<file path="config.mk">
export PLATFORM = sky130hd
export DESIGN_NAME = pipe_stage_reg
export DESIGN_NICKNAME = d
export VERILOG_FILES = /design/src/rtl/pipe_pkg.sv /design/src/rtl/pipe_sat_cnt.sv /design/src/rtl/pipe_stage_reg.sv
export SDC_FILE = /design/constraint.sdc
export NUM_CORES = 1
export LEC_CHECK = 0
export CELL_PAD_IN_SITES_DETAIL_PLACEMENT = 1
export CELL_PAD_IN_SITES_GLOBAL_PLACEMENT = 1
export CORE_ASPECT_RATIO = 1.1
export CORE_MARGIN = 2
export CORE_UTILIZATION = 33
export DETAILED_ROUTE_END_ITERATION = 12
export PLACE_DENSITY = 0.86
export SYNTH_ARGS = -nofsm -noshare
export SYNTH_HDL_FRONTEND = slang
export SYNTH_SLANG_ARGS = --single-unit
</file>
<file path="constraint.sdc">
create_clock -name clk -period 14.2 [get_ports clk]
set_input_delay 1.42 -clock clk [delete_from_list [all_inputs] [get_ports clk]]
set_output_delay 1.42 -clock clk [all_outputs]
set_load 0.01 [all_outputs]
</file>
<file path="src/rtl/pipe_pkg.sv">
// pipe_pkg: shared constants, exception codes and action selection for pipeline stage registers
package pipe_pkg;
  localparam int EXC_W = 5;
  localparam int DATA_W = 96;
  localparam logic [31:0] RESET_PC = 32'h0000_3000;
  localparam logic [31:0] EXC_PC = 32'h0000_4180;
  localparam logic [DATA_W-1:0] NOP_PAYLOAD = '0;
  // Zero means "no exception", so interrupts use code 1 instead of the raw MIPS ExcCode 0.
  typedef enum logic [EXC_W-1:0] {
    EXC_NONE = 5'd0,
    EXC_INT  = 5'd1,
    EXC_ADEL = 5'd4,
    EXC_ADES = 5'd5,
    EXC_RI   = 5'd10,
    EXC_OV   = 5'd12
  } exc_code_e;
  typedef enum logic [2:0] {
    ACT_RESET,
    ACT_FLUSH,
    ACT_HOLD,
    ACT_BUBBLE,
    ACT_LOAD
  } act_e;
  function automatic act_e pick_act(input logic reset, input logic req, input logic hold, input logic stall);
    return reset ? ACT_RESET : req ? ACT_FLUSH : hold ? ACT_HOLD : stall ? ACT_BUBBLE : ACT_LOAD;
  endfunction
endpackage

</file>
<file path="src/rtl/pipe_sat_cnt.sv">
// pipe_sat_cnt: saturating event counter with synchronous clear
module pipe_sat_cnt #(
  parameter int CNT_W = 32
) (
  input  logic             clk,
  input  logic             reset,
  input  logic             inc,
  output logic [CNT_W-1:0] cnt_o
);
  // count events, sticking at all-ones instead of wrapping
  always_ff @(posedge clk)
    if (reset) cnt_o <= '0;
    else if (inc && cnt_o != '1) cnt_o <= cnt_o + 1'b1;
endmodule

</file>
<file path="src/rtl/pipe_stage_reg.sv">
// pipe_stage_reg: pipeline boundary register with flush, hold and bubble; PIPE_PERF_EN adds perf counters
module pipe_stage_reg #(
  parameter int DATA_W = pipe_pkg::DATA_W,
  parameter int EXC_W = pipe_pkg::EXC_W,
  parameter logic [31:0] RESET_PC = pipe_pkg::RESET_PC,
  parameter logic [31:0] EXC_PC = pipe_pkg::EXC_PC
`ifdef PIPE_PERF_EN
  , parameter int CNT_W = 32
`endif
) (
  input  logic              clk,
  input  logic              reset,
  input  logic              req,
  input  logic              hold,
  input  logic              stall,
  input  logic [31:0]       pc_i,
  input  logic [DATA_W-1:0] data_i,
  input  logic [EXC_W-1:0]  exc_i,
  input  logic              bd_i,
  input  logic              valid_i,
  output logic [31:0]       pc_o,
  output logic [DATA_W-1:0] data_o,
  output logic [EXC_W-1:0]  exc_o,
  output logic              bd_o,
  output logic              valid_o
`ifdef PIPE_PERF_EN
  , output logic [CNT_W-1:0] bubble_cnt_o,
  output logic [CNT_W-1:0] flush_cnt_o,
  output logic [CNT_W-1:0] hold_cnt_o
`endif
);
  import pipe_pkg::*;
  act_e act;
  // resolve the single action for this edge by strict priority
  always_comb act = pick_act(reset, req, hold, stall);
  // hold keeps everything; bubbles keep pc/bd for EPC but carry a nop with no exception
  always_ff @(posedge clk)
    if (act != ACT_HOLD) begin
      pc_o    <= act == ACT_RESET ? RESET_PC : act == ACT_FLUSH ? EXC_PC : pc_i;
      data_o  <= act == ACT_LOAD ? data_i : DATA_W'(NOP_PAYLOAD);
      exc_o   <= act == ACT_LOAD ? exc_i : EXC_W'(EXC_NONE);
      bd_o    <= (act == ACT_LOAD || act == ACT_BUBBLE) && bd_i;
      valid_o <= act == ACT_LOAD && valid_i;
    end
`ifdef PIPE_PERF_EN
  pipe_sat_cnt #(.CNT_W(CNT_W)) u_bubble (.clk(clk), .reset(reset), .inc(act == ACT_BUBBLE), .cnt_o(bubble_cnt_o));
  pipe_sat_cnt #(.CNT_W(CNT_W)) u_flush (.clk(clk), .reset(reset), .inc(act == ACT_FLUSH), .cnt_o(flush_cnt_o));
  pipe_sat_cnt #(.CNT_W(CNT_W)) u_hold (.clk(clk), .reset(reset), .inc(act == ACT_HOLD), .cnt_o(hold_cnt_o));
`endif
endmodule

</file>
After elaboration in Yosys (flattened, before gate mapping)
Index checks and enable logic that the tools add are counted.
{ "totals": {"register_bits": 135, "mem_bits_ro": 0, "word_cells": 20, "mem_bits_rw": 0, "inputBits": 140, "memories": 0, "latchBits": 0, "output_inout_bits": 135} }
{ "op_classes": {"n_reduce_logical": 5, "eq_ne": 4, "muxes": 5, "div": 0, "bitwise_logic": 0, "n_mul": 0, "magnitude_cmp": 0, "add_sub_neg": 0, "shift": 0} }
{ "ops": {"columns": ["cell", "count"], "rows": [
  ["$mux W15", 1],
  ["$mux W3", 4],
  ["$eq A3 B1 Y1 const B", 1],
  ["$eq A3 B2 Y1 const B", 1],
  ["$eq A3 B3 Y1 const B", 1],
  ["$logic_not A3 Y1", 1],
  ["$ne A3 B2 Y1 const B", 1],
  ["$logic_and A1 B1 Y1", 2],
  ["$reduce_or A2 Y1", 1],
  ["$logic_or A1 B1 Y1", 1]
]} }

Longest topological paths before layout
Gate-level depths: netlist of the first run.
{ "logic_depth": {"ltp_word": 7, "depth_mapped": 5, "depth_no_buf": 2} }

Worst setup path before layout of the first run
No wires, ideal clock.
{ "synth_timing": {"path_kind": "input port to flip-flop", "from": "input reset", "to": "register bd_o (enable)", "n_path_buf": 2, "arrival_time_ps": 4274, "setup_slack_ps": 8762, "setup_time_ps": 1164, "cell_stages": 4, "required_ps": 13036, "cell_sequence": "buf_6 nor2_1 clkbuf_1 nand2_1"} }
{ "synth_via": {"elab_chain_cells": 2} }
{ "synth_rtl": {"columns": ["item", "line_no", "source"], "rows": [
  ["from (decl)", "pipe_stage_reg.sv:12", "input logic reset,"],
  ["$mux W3", "pipe_pkg.sv:25", "return reset ? ACT_RESET : req ? ACT_FLUSH : hold ? ACT_HOLD : stall ? ACT_BUBBLE : ACT_LOAD;"],
  ["$ne A3 B2 Y1", "pipe_stage_reg.sv:38", "if (act != ACT_HOLD) begin"],
  ["to (signal assigned)", "pipe_stage_reg.sv:42", "bd_o <= (act == ACT_LOAD || act == ACT_BUBBLE) && bd_i;"],
  ["to (decl)", "pipe_stage_reg.sv:24", "output logic bd_o,"]
]} }
Every way passes these cells.
A chain may end at the register's enable or synchronous reset.

Final worst setup path of the first run
{ "layout_timing": {"from": "input reset", "to": "register pc_o[2] (enable)"} }
{ "layout_via": {"elab_chain_cells": 2} }
{ "layout_rtl": {"columns": ["item", "line_no", "source"], "rows": [
  ["$mux W3", "pipe_pkg.sv:25", null],
  ["$ne A3 B2 Y1", "pipe_stage_reg.sv:38", null],
  ["to (signal assigned)", "pipe_stage_reg.sv:39", "pc_o <= act == ACT_RESET ? RESET_PC : act == ACT_FLUSH ? EXC_PC : pc_i;"],
  ["to (decl)", "pipe_stage_reg.sv:21", "output logic [31:0] pc_o,"]
]} }
Every way passes these cells.

==> results of run 1 <==
[worst max-delay path, cell delays in order]
cell and delay (ns):
clkdlybuf4s50_1 0.66, nor2_1 0.08, buf_4 0.22, nand2_4 0.55
buf_4 0.88
[metrics by stage]
step / hold slack, ns / worst slack [ns] / total power, mW / instance area, um2 / utilization (%)
detailed placement: 2.08 / 9.85 / 0.594 / 8020 / 53.2
CTS: 1.64 / 10.29 / 1.04 / 8600 / 57.1
global placement: 2.07 / 9.98 / 0.590 / 8020 / 53.2
global route: 1.65 / 10.13 / 1.06 / 8600 / 57.1
floorplan: 1.61 / 8.76 / 0.504 / 5070 / -
finish: 1.66 / 10.28 / 1.02 / 8600 / 57.1
[Yosys cell counts]
cell type	number	area, um2
and2_1	88	551
a21o_1	2	15.0
edfxtp_1	135	4050
clkbuf_1	4	15.0
nor2_1	7	26.3
nor4b_1	1	8.76
nand2_1	1	3.75
buf_6	2	22.5
clkbuf_2	8	40.0
inv_1	1	3.75
and2_2	41	308
nor4_4	1	21.3
[how the worst min path moves through the flow]
stage          startpoint         end  slack [ns]
2_1_floorplan    pc_i[12]    pc_o[12]        1.61
3_3_place_gp    data_i[1]   data_o[1]        2.07
3_5_place_dp   data_i[11]  data_o[11]        2.08
4_1_cts          pc_i[17]    pc_o[17]        1.64
5_1_grt          pc_i[17]    pc_o[17]        1.65
6_report         pc_i[17]    pc_o[17]        1.66
[registers in the layout (all words and copies together) (netlist names)]
| register | count |
|---|---|
| bd_o | 1 |
| data_o | 96 |
| exc_o | 5 |
| pc_o | 32 |
| valid_o | 1 |
[logic make-up (layout without fill, tap and decap cells)]
kind of cell	count (synthesis)	count (layout)
AO/OA/AOI/OAI	2	2
buffers and inverters	15	311
AND/OR/NAND/NOR	139	139
flip-flops	135	135
[report_power, final]
part	leakage (nW)	total (mW)	internal, mW	switching [mW]
Clock	0.281	0.439	0.273	0.166
Sequential	1.55	0.469	0.462	0.00688
Combinational	1.50	0.116	0.0752	0.0406
Total	3.33	1.02	0.810	0.213
[layout make-up]
class / instances / area (um2)
Clock buffer: 17 / 425
Clock inverter: 15 / 161
Fill cell: 1451 / 6450
Inverter: 1 / 3.75
Multi-Input combinational cell: 141 / 941
Sequential cell: 135 / 4050
Tap cell: 196 / 245
Timing Repair Buffer: 278 / 2770
[metal layers]
layer / GRT usage [%] / vias to the layer above
met3: 7.02 / 26
met1: 18.1 / 1617
li1: - / 1580
met4: 8.24 / 0
met2: 31.4 / 182
met5: 0 / -
==> summary.md, run 1 <==
| Metric | Value |
|---|---|
| Status | finished, final reports clean |
| Mapped Area | 0.00507 mm2 |
| Cells after DPL | 751 |
| Req. time, crit path | 14.23 ns |
| DR DRC count | 0 |
| Setup TNS | 0 ns |
| Mux cell area share after synthesis | 0% |
| Clk sinks | 135 |
| Sequential-to-total area share from yosys stat | 80.0% |
| Final antenna-violating net count | 0 |
| Boundary pin count | 275 |
| Cts repair resizes | 0 |
| DP HPWL | 10,500 um |
| Total congestion overflow | 0 |
| #FFs+latches synth | 135 |
| Via count of the first global-routing pass | 3,762 |
| Crit-path max FO | 82 |
| Fin crit period | 3.92 ns |
| Yosys cell types | 12 |
| DR top layer | met4 |
| Hold_buf cts | 0 |
| Leak Pwr | 3.33 nW |
| Final #Nets | 714 |
| Site row count | 47 |
| Horiz. Die Dim | 122 um |
| Max-cap violations | 0 |
| Global-route wire length before repair | 21,000 um |
| Commonest non-fill, non-tap cells in the layout | clkdlybuf4s50_1, edfxtp_1, and2_1 |
| Period utilization | 27.6% |
| DR vias | 3,405 |
| Post-Synthesis Cells | 291 |
| Mapped Nets | 431 |
| Iter 0 DRT Violations | 186 |
| Postcts setup bufs | 0 |
| Crit path to | pc_o[2] |
| CTS tree | yes |
| IO Port Bufs | 274 |
| Layout cells sized above 1 | 12.9% |
| Worst EP arrival | 3.95 ns |
| Crit start category | input pin |
| Worst slew margin | 29.0% |
| GP Congestion | 0.754 |
| Crit. End Element | flip-flop |
| WL final | 14,500 um |
| DR WL met3 | 1340 um |
| Hold depth | 2 |
| Clock-pin slew on the worst setup and hold paths | 0.06 ns |
| Endpoints failing setup | 0 |
| Worst-margin pin slew | 1.07 ns |
| Syn-to-layout area delta | 69.7% |
| M1 wire length | 5210 um |
| Max IR drop VDD | 0.0650 mV |
| Xor/xnor cell area share of the yosys netlist | 0% |
| N_diodes | 0 |
| Clock Path Buffers | 2 |
| Non-Filler Instances | 783 |
| Initial antenna violation count | 0 |
| Final Slew Violations | 0 |
| Clock root buffer | clkbuf_16 |
| Number of CTS-inserted buffers | 17 |
| Pin count of the biggest net entering global routing | 83 |
| Adder-Cell Fraction of Synth Area | 0% |
| P per Cell Area | 119 mW/mm2 |
| Commonest non-fill, non-tap cell in the layout | clkdlybuf4s50_1 |
| GRT Util Overall | 17.7% |
| Die area | 0.0164 mm2 |
| Initial core utilization | 33.7% |
| Main combinational cell family by area after synthesis | simple AND/OR/NAND/NOR gates |
| Min-Delay Path Class | input pin to flip-flop |
| Crit path from | reset |
| Synth Area in Compound Gates | 0.296% |
| RSZ-0062 raised after global routing | false |
| WS Path Type | input pin to flip-flop |
| Metal2 WL | 7570 um |
| Yosys warnings | 0 |
| Synth Area in Simple Gates | 18.1% |
| Die height | 134 um |
| Synthesized area per cell | 17.4 um2 |
| DRT Pass-1 Iters | 4 |
| Via-per-instance ratio | 4.35 |
| Fmax achieved | 255 MHz |
| Fin. Hold Viols | 0 |
| CORE AREA | 0.0151 mm2 |
| CTS H-Tree Depth | 4 |
| DR WL/cell | 18.5 um |
(Power assumes the default switching activity.)
==> run 2: changes to the inputs <==
--- a/config.mk
+++ b/config.mk
@@ -9,9 +9,9 @@
 export CELL_PAD_IN_SITES_GLOBAL_PLACEMENT = 1
 export CORE_ASPECT_RATIO = 1.1
 export CORE_MARGIN = 2
-export CORE_UTILIZATION = 33
+export CORE_UTILIZATION = 27
 export DETAILED_ROUTE_END_ITERATION = 12
-export PLACE_DENSITY = 0.86
+export PLACE_DENSITY = 0.75
 export SYNTH_ARGS = -nofsm -noshare
 export SYNTH_HDL_FRONTEND = slang
 export SYNTH_SLANG_ARGS = --single-unit
==> constraint.sdc (replaced) <==
create_clock -name clk -period 3.3 [get_ports clk]
set_input_delay 0.33 -clock clk [delete_from_list [all_inputs] [get_ports clk]]
set_output_delay 0.33 -clock clk [all_outputs]
set_load 0.01 [all_outputs]
==> run 2 against run 1 <==
First-iteration DRC count shrank 46%. Non-clock buffer count increased by 2. Combinational power rose to 4.3 times the previous value. Critical path type unchanged. Final area is 1.4% higher. Cell count rose by 6.3%. Sequential power grew to 4.3 times the previous value.
==> summary.md, run 2 (synthesized netlist as in run 1, its figures left out) <==
| Metric | Value |
|---|---|
| Layout cells sized above 1 | 13.1% (was 12.9%) |
| Worst EP arrival | 1.94 ns (was 3.95 ns) |
| Via-per-instance ratio | 4.10 (was 4.35) |
| DRT Pass-1 Iters | 4 (unchanged) |
| Fill cells | 1,832 (was 1,451) |
| Status | finished, final reports clean (unchanged) |
| Placed Area | 0.00811 mm2 (was 0.00802 mm2) |
| Final antenna-violating net count | 0 (unchanged) |
| GRT Util Overall | 14.8% (was 17.7%) |
| Site row count | 52 (was 47) |
| Fin. Hold Viols | 0 (unchanged) |
| RSZ-0062 raised after global routing | false (unchanged) |
| Commonest non-fill, non-tap cells in the layout | clkdlybuf4s50_1, edfxtp_1, and2_1 (unchanged) |
| N_diodes | 0 (unchanged) |
| Clock Path Buffers | 2 (unchanged) |
| Min-Delay Path Class | input pin to flip-flop (unchanged) |
| Clock-pin slew on the worst setup and hold paths | 0.06 ns (about the same) |
| IO Port Bufs | 274 (unchanged) |
| Largest register FFs | 96 (unchanged) |
| DR DRC count | 0 (unchanged) |
| Setup TNS | 0 ns (unchanged) |
| Endpoints failing setup | 0 (unchanged) |
| Req. time, crit path | 3.38 ns (was 14.23 ns) |
| Clock root buffer | clkbuf_16 (unchanged) |
| Final Slew Violations | 0 (unchanged) |
| Largest registers | data_o (96), pc_o (32), exc_o (5) (unchanged) |
| CTS tree | yes (unchanged) |
| Power Total | 4.49 mW (was 1.02 mW) |
| Initial antenna violation count | 0 (unchanged) |
| Crit start category | input pin (unchanged) |
| Iter 0 DRT Violations | 101 (was 186) |
| CTS H-Tree Depth | 4 (unchanged) |
| Number of CTS-inserted buffers | 17 (unchanged) |
| Crit. End Element | flip-flop (unchanged) |
| Design area | 0.00872 mm2 (was 0.00860 mm2) |
| Global-route wire length before repair | 21,700 um (was 21,000 um) |
| Hold depth | 2 (unchanged) |
| Worst-margin pin slew | 0.449 ns (was 1.07 ns) |
| Horiz. Die Dim | 135 um (was 122 um) |
| WS Path Type | input pin to flip-flop (unchanged) |
| Pin count of the biggest net entering global routing | 56 (was 83) |
| Via count of the first global-routing pass | 3,827 (was 3,762) |
| Initial core utilization | 27.5% (was 33.7%) |
| Total congestion overflow | 0 (unchanged) |
| Die area | 0.0199 mm2 (was 0.0164 mm2) |
| Hold slack | 0.570 ns (was 1.66 ns) |
| Fin crit period | 1.86 ns |
| Cts repair resizes | 0 (unchanged) |
| Pre-CTS WS | 1.02 ns (was 9.85 ns) |
| Fmax achieved | 539 MHz |
| CORE AREA | 0.0184 mm2 (was 0.0151 mm2) |
| Final #Nets | 716 (was 714) |
| Max IR drop VDD | 0.326 mV (was 0.0650 mV) |
| Biggest register | data_o (unchanged) |
| Clk sinks | 135 (unchanged) |
| DP HPWL | 10,800 um (was 10,500 um) |
| WL final | 14,500 um (about the same) |
| DR vias | 3,412 (was 3,405) |
| Postcts setup bufs | 0 (unchanged) |
| Worst slew margin | 69.7% (was 29.0%) |
| Boundary pin count | 275 (unchanged) |
| Die height | 148 um (was 134 um) |
| Final WS setup | 1.44 ns (was 10.28 ns) |
| GP Congestion | 0.735 (was 0.754) |
| Crit-path max FO | 53 (was 82) |
| Leak Pwr | 3.36 nW (was 3.33 nW) |
| Hold_buf cts | 0 (unchanged) |
| Period utilization | 56.3% |
| Max-cap violations | 0 (unchanged) |
| Syn-to-layout area delta | 72.1% (was 69.7%) |
| Commonest non-fill, non-tap cell in the layout | clkdlybuf4s50_1 (unchanged) |
| DR WL/cell | 17.5 um (was 18.5 um) |
| P per Cell Area | 515 mW/mm2 (was 119 mW/mm2) |
## run 2: cell count changes in the layout (fill, tap and decap cells not counted), sizes merged
cell	change
bufinv	+1
clkbuf	+1
inv	+2
clkinvlp	-3
buf	+2
clkinv	-1
## run 2: cell type report
cell class | count | area, um2 | share of cell area (%)
Clock buffer | 18 | 429 | 4.92
Clock inverter | 14 | 180 | 2.07
Inverter | 1 | 3.75 | 0.0430
Multi-Input combinational cell | 141 | 952 | 10.9
Sequential cell | 135 | 4050 | 46.5
Tap cell | 243 | 304 | 3.49
Timing Repair Buffer | 280 | 2800 | 32.1
## run 2: per-stage QoR
stage          cells  utilization (%)
3_5_place_dp     800             44.1
4_1_cts          832             47.4
3_3_place_gp     800             44.1
2_1_floorplan    291                -
5_1_grt          832             47.4
6_report         832             47.4
## run 2: final timing paths
check,to,from
max,data_o[65],reset
min,data_o[94],data_i[94]
## run 2: metal layers
layer | routed length (um) | track usage, % | up-vias
met3 | 1420 | 7.10 | 17
met1 | 5160 | 15.0 | 1629
li1 | - | - | 1585
met2 | 7700 | 26.4 | 181
met4 | 252 | 5.53 | 0
met5 | 0 | 0 | -
## run 2: worst max-delay path, stage by stage
cell and delay (ns):
clkdlybuf4s50_1 0.68, nor2_2 0.13, nand2_8 0.37, buf_4 0.39
## run 2: where the power goes
part | total [mW] | switching [mW] | internal, mW
registers | 2.01 | 0.0291 | 1.99
logic | 0.500 | 0.174 | 0.326
clock network | 1.98 | 0.719 | 1.26
==> run 3: changes to the inputs <==
==> constraint.sdc (replaced) <==
create_clock -name clk -period 1.6 [get_ports clk]
set_input_delay 0.16 -clock clk [delete_from_list [all_inputs] [get_ports clk]]
set_output_delay 0.16 -clock clk [all_outputs]
set_load 0.01 [all_outputs]
==> run 3 against run 2 <==
Die area unchanged. Total power rose by 100%. Routed wire length down 3.1%. Sequential share of layout area is 0.95 points lower. First-iteration DRC count increased by 0.99%. Count of clock-buffer cells in the layout did not move. Via count rose by 2.1%. Clock power is 93% higher. Sequential power grew 110%. Critical path depth down 3. Flip-flop and latch count unchanged. Hold slack lost 0.17 ns. Critical endpoint is now data_o[48]. Largest cell class unchanged.
==> summary.md, run 3 (synthesized netlist as in run 1, its figures left out) <==
| Metric | Value |
|---|---|
| Clock-pin slew on the worst setup and hold paths | 0.06 ns (about the same) |
| CP Cell Sequence | clkdlybuf4s50_1 (was clkdlybuf4s50_1 > nor2_2 > nand2_8 > buf_4) |
| Cts repair resizes | 0 (unchanged) |
| Fin crit period | 1.49 ns |
| DR DRC count | 0 (unchanged) |
| WS Path Type | flip-flop to output port (was input pin to flip-flop) |
| Boundary pin count | 275 (unchanged) |
| Hold_buf cts | 0 (unchanged) |
| DRT Pass-1 Iters | 3 (was 4) |
| Die area | 0.0199 mm2 (unchanged) |
| Number of CTS-inserted buffers | 17 (unchanged) |
| Pre-CTS WS | -0.127 ns (was 1.02 ns) |
| Die height | 148 um (unchanged) |
| Crit. End Element | output port (was flip-flop) |
| Delay of the slowest critical-path stage | 0.60 ns (was 0.68 ns) |
| Iter 0 DRT Violations | 102 (was 101) |
| CTS tree | yes (unchanged) |
| Largest register FFs | 96 (unchanged) |
| Setup TNS | 0 ns (unchanged) |
| GRT Util Overall | 14.5% (was 14.8%) |
| DR WL/cell | 16.5 um (was 17.5 um) |
| Syn-to-layout area delta | 75.7% (was 72.1%) |
| Biggest register | data_o (unchanged) |
| Fin. Hold Viols | 0 (unchanged) |
| Crit start category | flip-flop (was input pin) |
| WL final | 14,100 um (was 14,500 um) |
| Max-cap violations | 0 (unchanged) |
| Worst EP arrival | 1.33 ns (was 1.94 ns) |
| Via count of the first global-routing pass | 3,850 (was 3,827) |
| Req. time, crit path | 1.44 ns (was 3.38 ns) |
| Horiz. Die Dim | 135 um (unchanged) |
| IO Port Bufs | 274 (unchanged) |
| Final WS setup | 0.114 ns (was 1.44 ns) |
| CP delay by family, top | buffers and inverters (unchanged) |
| Initial core utilization | 27.5% (unchanged) |
| Commonest non-fill, non-tap cells in the layout | clkdlybuf4s50_1, edfxtp_1, and2_1 (unchanged) |
| Leak Pwr | 3.44 nW (was 3.36 nW) |
| Layout cells sized above 1 | 16.6% (was 13.1%) |
| DR vias | 3,483 (was 3,412) |
| Crit-path max FO | 1 (was 53) |
| Final antenna-violating net count | 0 (unchanged) |
| Postcts setup bufs | 0 (unchanged) |
| Clk sinks | 135 (unchanged) |
| Final #Nets | 736 (was 716) |
| Initial antenna violation count | 2 (was 0) |
| N_diodes | 0 (unchanged) |
| Power Total | 9.04 mW (was 4.49 mW) |
| Endpoints failing setup | 0 (unchanged) |
| Number of buffers and inverters on the critical path | 1 (was 2) |
| RSZ-0062 raised after global routing | false (unchanged) |
| Clock Path Buffers | 2 (unchanged) |
| P per Cell Area | 1020 mW/mm2 (was 515 mW/mm2) |
| DP HPWL | 10,800 um (about the same) |
| Design area | 0.00890 mm2 (was 0.00872 mm2) |
| Max IR drop VDD | 0.596 mV (was 0.326 mV) |
| CTS H-Tree Depth | 4 (unchanged) |
| Period utilization | 92.9% |
| Via-per-instance ratio | 4.09 (was 4.10) |
| Total congestion overflow | 0 (unchanged) |
| Critical-path top delay cell | clkdlybuf4s50_1 (unchanged) |
| CORE AREA | 0.0184 mm2 (unchanged) |
| Fmax achieved | 673 MHz |
| Clock root buffer | clkbuf_16 (unchanged) |
| Min-Delay Path Class | input pin to flip-flop (unchanged) |
| Worst-margin pin slew | 0.278 ns (was 0.449 ns) |
| Pin count of the biggest net entering global routing | 32 (was 56) |
| Largest registers | data_o (96), pc_o (32), exc_o (5) (unchanged) |
| Commonest non-fill, non-tap cell in the layout | clkdlybuf4s50_1 (unchanged) |
| Global-route wire length before repair | 21,800 um (was 21,700 um) |
| Site row count | 52 (unchanged) |
| Final Slew Violations | 0 (unchanged) |
| GP Congestion | 0.712 (was 0.735) |
| Placed Area | 0.00833 mm2 (was 0.00811 mm2) |
| Status | finished, final reports clean (unchanged) |
| Worst slew margin | 81.4% (was 69.7%) |
[run 3: cell count changes in the layout (fill, tap and decap cells not counted), sizes merged]
cell      previous run  this run
clkinvlp             0         4
inv                  3         5
clkinv               8         4
buf                  6        26
bufinv               4         2
[run 3: stage by stage]
| step | hold WS, ns | utilization, % | cells |
|---|---|---|---|
| detailed placement | 0.820 | 45.2 | 820 |
| global route | 0.389 | 48.4 | 852 |
| finish | 0.402 | 48.4 | 852 |
| global placement | 0.816 | 45.2 | 820 |
| CTS | 0.380 | 48.4 | 852 |
| floorplan | 0.349 | - | 291 |
[run 3: final timing paths]
path | start | end | slack [ns] | cells past startpoint
worst min-delay path | data_i[1] | data_o[1] | 0.40 | 2
worst max-delay path | data_o[48] | data_o[48] | 0.11 | 1
[run 3: layer usage]
| metal | track usage (%) | share of wire (%) |
|---|---|---|
| met5 | 0 | 0.21 |
| met4 | 5.74 | 2.2 |
| met2 | 25.2 | 51 |
| met1 | 15.6 | 37 |
| met3 | 6.14 | 9.3 |
[run 3: cell type report]
class                           count  area [um2]
Tap cell                          243         304
Multi-Input combinational cell    141         952
Sequential cell                   135        4050
Inverter                            1        3.75
Clock buffer                       18         429
Timing Repair Buffer              300        3010
Clock inverter                     14         149
Fill cell                        1846        9510
[run 3: power breakdown]
part | total [mW] | internal, mW | switching [mW]
combinational | 1.06 | 0.705 | 0.356
sequential | 4.15 | 4.09 | 0.0594
clock | 3.83 | 2.31 | 1.52
total | 9.04 | 7.10 | 1.94
